File: src/rtl/motor_ramp_sequencer.sv
// Motor ramp sequencer: slews the PWM duty toward the requested value at a
// bounded rate, holds zero duty for a dead time before any direction
// reversal, and latches bridge faults with the bridge forced off.
module motor_ramp_sequencer #(
  parameter int DUTY_W    = 10,
  parameter int STEP_DIV  = 1000,
  parameter int RAMP_STEP = 1,
  parameter int DEAD_CYC  = 500
) (
  input  logic              clk,
  input  logic              rst,
  input  logic              en,
  input  logic              dir_req,
  input  logic [DUTY_W-1:0] duty_req,
  input  logic              fault,
  input  logic              fault_clr,
  output logic [DUTY_W-1:0] duty_out,
  output logic              dir_out,
  output logic              pwm_en,
  output logic [2:0]        state_out,
  output logic              busy
);

  localparam int TICK_W = (STEP_DIV > 1) ? $clog2(STEP_DIV) : 1;
  localparam int DEAD_W = (DEAD_CYC > 1) ? $clog2(DEAD_CYC) : 1;
  localparam logic [TICK_W-1:0] TICK_LAST = TICK_W'(STEP_DIV - 1);
  localparam logic [DEAD_W-1:0] DEAD_LAST = DEAD_W'(DEAD_CYC - 1);
  localparam logic [DUTY_W:0]   STEP_EXT  = (DUTY_W + 1)'(RAMP_STEP);

  typedef enum logic [2:0] {
    ST_IDLE  = 3'd0,
    ST_RAMP  = 3'd1,
    ST_RUN   = 3'd2,
    ST_DEAD  = 3'd3,
    ST_FAULT = 3'd4
  } state_t;

  state_t              state_q, state_d;
  logic [DUTY_W-1:0]   duty_q, duty_d;
  logic                dir_q, dir_d;
  logic                pwm_en_q, pwm_en_d;
  logic                busy_q, busy_d;
  logic [TICK_W-1:0]   tick_cnt_q, tick_cnt_d;
  logic [DEAD_W-1:0]   dead_cnt_q, dead_cnt_d;
  logic [DUTY_W-1:0]   target;
  logic                tick;

  // One ramp step from cur toward tgt, clamped so it lands exactly on tgt.
  // Arithmetic is one bit wider so neither direction can wrap.
  function automatic logic [DUTY_W-1:0] step_toward(
    input logic [DUTY_W-1:0] cur,
    input logic [DUTY_W-1:0] tgt
  );
    logic [DUTY_W:0] cur_x;
    logic [DUTY_W:0] tgt_x;
    cur_x = {1'b0, cur};
    tgt_x = {1'b0, tgt};
    if (tgt_x > cur_x) begin
      if ((tgt_x - cur_x) > STEP_EXT) step_toward = DUTY_W'(cur_x + STEP_EXT);
      else                            step_toward = tgt;
    end else if (cur_x > tgt_x) begin
      if ((cur_x - tgt_x) > STEP_EXT) step_toward = DUTY_W'(cur_x - STEP_EXT);
      else                            step_toward = tgt;
    end else begin
      step_toward = cur;
    end
  endfunction

  // Next-state, duty, direction, counters and registered output enables.
  always_comb begin
    state_d    = state_q;
    duty_d     = duty_q;
    dir_d      = dir_q;
    dead_cnt_d = '0;
    target     = (!en || (dir_req != dir_q)) ? '0 : duty_req;
    tick       = (tick_cnt_q == TICK_LAST);

    if (fault) begin
      state_d = ST_FAULT;
      duty_d  = '0;
    end else begin
      case (state_q)
        ST_IDLE: begin
          duty_d = '0;
          if (en) state_d = (dir_req != dir_q) ? ST_DEAD : ST_RAMP;
        end
        ST_RAMP: begin
          if (duty_q == target) begin
            if (target != '0)         state_d = ST_RUN;
            else if (dir_req != dir_q) state_d = ST_DEAD;
            else                       state_d = ST_IDLE;
          end else if (tick) begin
            duty_d = step_toward(duty_q, target);
          end
        end
        ST_RUN: begin
          if (target != duty_q) state_d = ST_RAMP;
        end
        ST_DEAD: begin
          // The count always runs to completion; dir_req is only sampled at the end.
          duty_d = '0;
          if (dead_cnt_q == DEAD_LAST) begin
            dir_d   = dir_req;
            state_d = en ? ST_RAMP : ST_IDLE;
          end else begin
            dead_cnt_d = dead_cnt_q + 1'b1;
          end
        end
        ST_FAULT: begin
          duty_d = '0;
          if (fault_clr && !en) state_d = ST_IDLE;
        end
        default: begin
          state_d = ST_IDLE;
          duty_d  = '0;
        end
      endcase
    end

    // Tick phase restarts on RAMP entry so the first step is a full period away.
    if ((state_d == ST_RAMP) && (state_q != ST_RAMP)) tick_cnt_d = '0;
    else if (tick)                                      tick_cnt_d = '0;
    else                                                tick_cnt_d = tick_cnt_q + 1'b1;

    pwm_en_d = (state_d == ST_RAMP) || (state_d == ST_RUN);
    busy_d   = (state_d == ST_RAMP) || (state_d == ST_DEAD);
  end

  // State and output registers; reset forces the bridge off immediately.
  always_ff @(posedge clk or negedge rst) begin
    if (!rst) begin
      state_q    <= ST_IDLE;
      duty_q     <= '0;
      dir_q      <= 1'b0;
      pwm_en_q   <= 1'b0;
      busy_q     <= 1'b0;
      tick_cnt_q <= '0;
      dead_cnt_q <= '0;
    end else begin
      state_q    <= state_d;
      duty_q     <= duty_d;
      dir_q      <= dir_d;
      pwm_en_q   <= pwm_en_d;
      busy_q     <= busy_d;
      tick_cnt_q <= tick_cnt_d;
      dead_cnt_q <= dead_cnt_d;
    end
  end

  assign duty_out  = duty_q;
  assign dir_out   = dir_q;
  assign pwm_en    = pwm_en_q;
  assign state_out = state_q;
  assign busy      = busy_q;

endmodule

File: config.mk
export PLATFORM = sky130hd
export DESIGN_NAME = motor_ramp_sequencer
export DESIGN_NICKNAME = d
export VERILOG_FILES = /design/src/rtl/motor_ramp_sequencer.sv
export SDC_FILE = /design/constraint.sdc
export NUM_CORES = 1
export LEC_CHECK = 0
export ABC_AREA = 0
export CAP_MARGIN = 40
export CORE_UTILIZATION = 53
export DETAILED_ROUTE_END_ITERATION = 16
export PLACE_DENSITY = 0.76
export SLEW_MARGIN = 20
export SYNTH_ARGS = -nofsm -noshare
export SYNTH_HDL_FRONTEND = slang
export SYNTH_SLANG_ARGS = --single-unit
File: constraint.sdc
create_clock -name clk -period 5.32 [get_ports clk]
set_input_delay 1.064 -clock clk [delete_from_list [all_inputs] [get_ports clk]]
set_output_delay 1.064 -clock clk [all_outputs]
set_load 0.005 [all_outputs]
==> flow_metrics.tcl <==
set metrics [dict create \
    status "finished, final reports clean" \
    syn2layout_area_growth_pct 14.20 \
    crit_chain "clkdlybuf4s50_1 > xnor2_1 > and2_1 > buf_4 > nand2_1 > inv_1 > ha_1 > nand4_1 > or3_1 > a2111oi_2 > a22o_1 > nand2_1 > and3_1 > or2_1 > nor2_1" \
    seqPwrFrac_pct 40.5 \
    ys_seq_area_share_pct 25.55 \
    cts_buffers 5 \
    diodes 0 \
    antenna_found_initial 0 \
    clk_pin_slew_ps 80 \
    rsz0062_at_grt "no" \
    critPathLaunchType "input pin" \
    cts_sinks 35 \
    fmax_mhz 205.9 \
    grt_pass1_vias 3166 \
    synth-seq-cells 35 \
    rows 28 \
    yosys_warnings 0 \
    cp_data_required_time_ps 5540 \
    syn_area_mm2 0.003428 \
    first_iter_violations 324 \
    p_per_area_mw_per_mm2 200.3 \
    fin_crit_sh_pct 91.30 \
    routedWlPerCell_um 16.99 \
    pin_count 32 \
    max_stage_delay_ps 560 \
    leakage_uw 0.001797 \
    grt_start_max_net_pins 36 \
    die_h_um 82.43 \
    cp_common_cell "nand2_1" \
    final_cell_mix "nand2_1 (52), nor2_1 (51), dfrtp_1 (35)" \
    coreArea_mm2 0.006096 \
    drcViolationCount 0 \
    cp-end-kind "register" \
    dp_hpwl_um 7026 \
    vias 3390 \
    ctsResizeCount 0 \
    clock_latency_ps 300 \
    maxCapViolCount 0 \
    ys.flop_type "dfrtp_1" \
    critPathMaxFanout 12 \
    post_cts_buffers 0 \
    internal_power_uw 523.1 \
    p_comb_share_pct 27.1 \
    die_w_um 82.43 \
    setup_violations 0 \
    slew_violations 0 \
    min_path_type "reg -> reg" \
    wl_um 9223 \
    synthArstFlopShare_pct 100.0 \
    whs_ps 470.4 \
    syn-num-nets 480 \
    max-slew-margin-rel_pct 65.66 \
    tightest_slew_ps 513.9 \
    layout.cells.most_common "nand2_1" \
    syn_area_per_cell_um2 7.774 \
    ant_nets 0 \
    vias_per_cell 6.243 \
    nets 506 \
    clockPowerShare_pct 32.4 \
    drtPass1Iterations 7 \
    initial_core_util_pct 56.24 \
    hold_viol_final 0 \
    layout-drive-gt1-share_pct 6.838 \
    ir_worst_vdd_v 0.0001935 \
    cts_tree "built" \
    gp_congestion 0.9584 \
    reg2reg_slack_ps 1270 \
    crit_slowest_cell "or3_1" \
    power_switching_share_pct 33.27 \
    die_area_mm2 0.006794 \
    fin_setup_tns_ps 0 \
    port_buffers 31 \
    synth_edf_count 0 \
    skew_ps 14.19 \
    fin_crit_ps 4857 \
    grt_pass1_wl_um 14850 \
    critPathKind "in -> reg" \
    htreeDepth 2 \
    crit_arrival_ps 5080 \
    ctsHoldBuffers 0 \
    grt_util_all_layers_pct 28.75 \
    switchingPower_uw 260.9 \
    clockBufferDepth 2 \
    clockRootBuffer "clkbuf_8" \
    grt_overflow 0 \
    ys_types 62 \
    netlist_instances 441 \
]
[cell type report]
| type | count | area (µm²) |
|---|---|---|
| multi-input combinational | 362 | 2365 |
| sequential | 35 | 875.8 |
| timing repair buffer | 40 | 377.9 |
| clock buffer | 5 | 68.82 |
| inverter | 23 | 86.33 |
| clock inverter | 3 | 47.55 |
| tap | 75 | 93.84 |
| fill | 552 | 2181 |
[critical path: cells and delay by family]
family / cells / cell delay, ps
xor gates and xnor gates: 1 / 230
and+or+nand+nor: 8 / 2060
AOI/OAI and AO/OA: 2 / 600
adders and majority gates: 1 / 370
buffers and inverters: 3 / 730
[routing by layer]
layer	up-vias	part of all wire, %	GRT usage, %
met1	1616	47	39.89
met5	-	0	0
li1	1631	-	-
met4	0	1.6	8.421
met3	15	5.8	4.725
met2	128	46	45.70
[worst paths after layout]
kind	startpoint	end	depth (start not counted)
setup / recovery	dir_req	tick_cnt_q[8]	15
hold / removal	tick_cnt_q[0]	tick_cnt_q[0]	1
setup reg to reg	dir_out	tick_cnt_q[8]	14
hold reg to reg	tick_cnt_q[0]	tick_cnt_q[0]	1
max in group asynchronous	rst	dead_cnt_q[1]	2
min in group asynchronous	rst	duty_out[3]	2
[state kept, by name, summed over array words and instances (netlist names)]
name,flops
tick_cnt_q,10
duty_out,10
busy,1
state_out,3
dir_out,1
dead_cnt_q,9
pwm_en,1
[power by group through the flow]
| stage | clock, µW | sequential [µW] | combinational, µW |
|---|---|---|---|
| 2_1_floorplan | 0 | 316 | 152 |
| 3_3_place_gp | 0 | 322 | 205 |
| 3_5_place_dp | 0 | 322 | 209 |
| 4_1_cts | 257 | 317 | 210 |
| 5_1_grt | 265 | 321 | 237 |
| 6_report | 254 | 318 | 213 |
[through the flow]
stage	setup WS (ps)	total power (µW)	std cells	cell area (µm²)	util, %
final	462.7	784.0	543	3915	64.22
after global routing	200.8	823.7	543	3915	64.22
after CTS	482.6	783.5	543	3915	64.22
after detailed placement	196.4	531.3	535	3799	62.32
after global placement	326.4	527.6	535	3799	62.32
after floorplan	1111	467.7	441	3428	-
[logic make-up after synthesis]
| group | after synthesis | synth area share [%] |
|---|---|---|
| buffers and inverters | 44 | 5.474 |
| and+or+nand+nor | 197 | 28.47 |
| DFF | 35 | 25.55 |
| AOI/OAI and AO/OA | 100 | 20.58 |
| xor gates and xnor gates | 31 | 7.920 |
| muxes | 11 | 3.394 |
| adders and majority gates | 23 | 8.613 |
[synthesized netlist by cell type, types with 2 or more instances]
| library cell | number | area (µm²) |
|---|---|---|
| a211oi_1 | 4 | 30.03 |
| a21boi_0 | 2 | 15.01 |
| a21o_1 | 9 | 67.56 |
| a21oi_1 | 20 | 100.1 |
| a21oi_2 | 3 | 26.28 |
| a31o_2 | 2 | 17.52 |
| a31oi_1 | 6 | 37.54 |
| a32oi_1 | 2 | 17.52 |
| a41o_1 | 2 | 20.02 |
| and2_1 | 7 | 43.79 |
| and3_1 | 7 | 43.79 |
| and3b_1 | 2 | 17.52 |
| and4_1 | 3 | 26.28 |
| buf_2 | 6 | 30.03 |
| buf_6 | 2 | 22.52 |
| clkbuf_1 | 13 | 48.80 |
| dfrtp_1 | 35 | 875.8 |
| ha_1 | 22 | 275.3 |
| inv_1 | 23 | 86.33 |
| mux2i_1 | 9 | 90.09 |
| nand2_1 | 52 | 195.2 |
| nand2b_1 | 3 | 18.77 |
| nand3_1 | 21 | 105.1 |
| nand3b_1 | 4 | 30.03 |
| nand4_1 | 10 | 62.56 |
| nor2_1 | 51 | 191.4 |
| nor2b_1 | 5 | 31.28 |
| nor3_1 | 7 | 35.03 |
| nor3b_1 | 2 | 15.01 |
| nor4_1 | 5 | 31.28 |
| o2111ai_1 | 4 | 35.03 |
| o211a_1 | 2 | 20.02 |
| o211ai_1 | 8 | 60.06 |
| o21ai_0 | 16 | 80.08 |
| o221ai_1 | 3 | 26.28 |
| o22ai_1 | 2 | 12.51 |
| o31a_1 | 2 | 17.52 |
| o31ai_1 | 3 | 22.52 |
| or2_1 | 2 | 12.51 |
| or2_2 | 3 | 18.77 |
| or3_1 | 7 | 43.79 |
| xnor2_1 | 21 | 183.9 |
| xor2_1 | 10 | 87.58 |
Note: power is estimated with default switching activity, not from simulation.
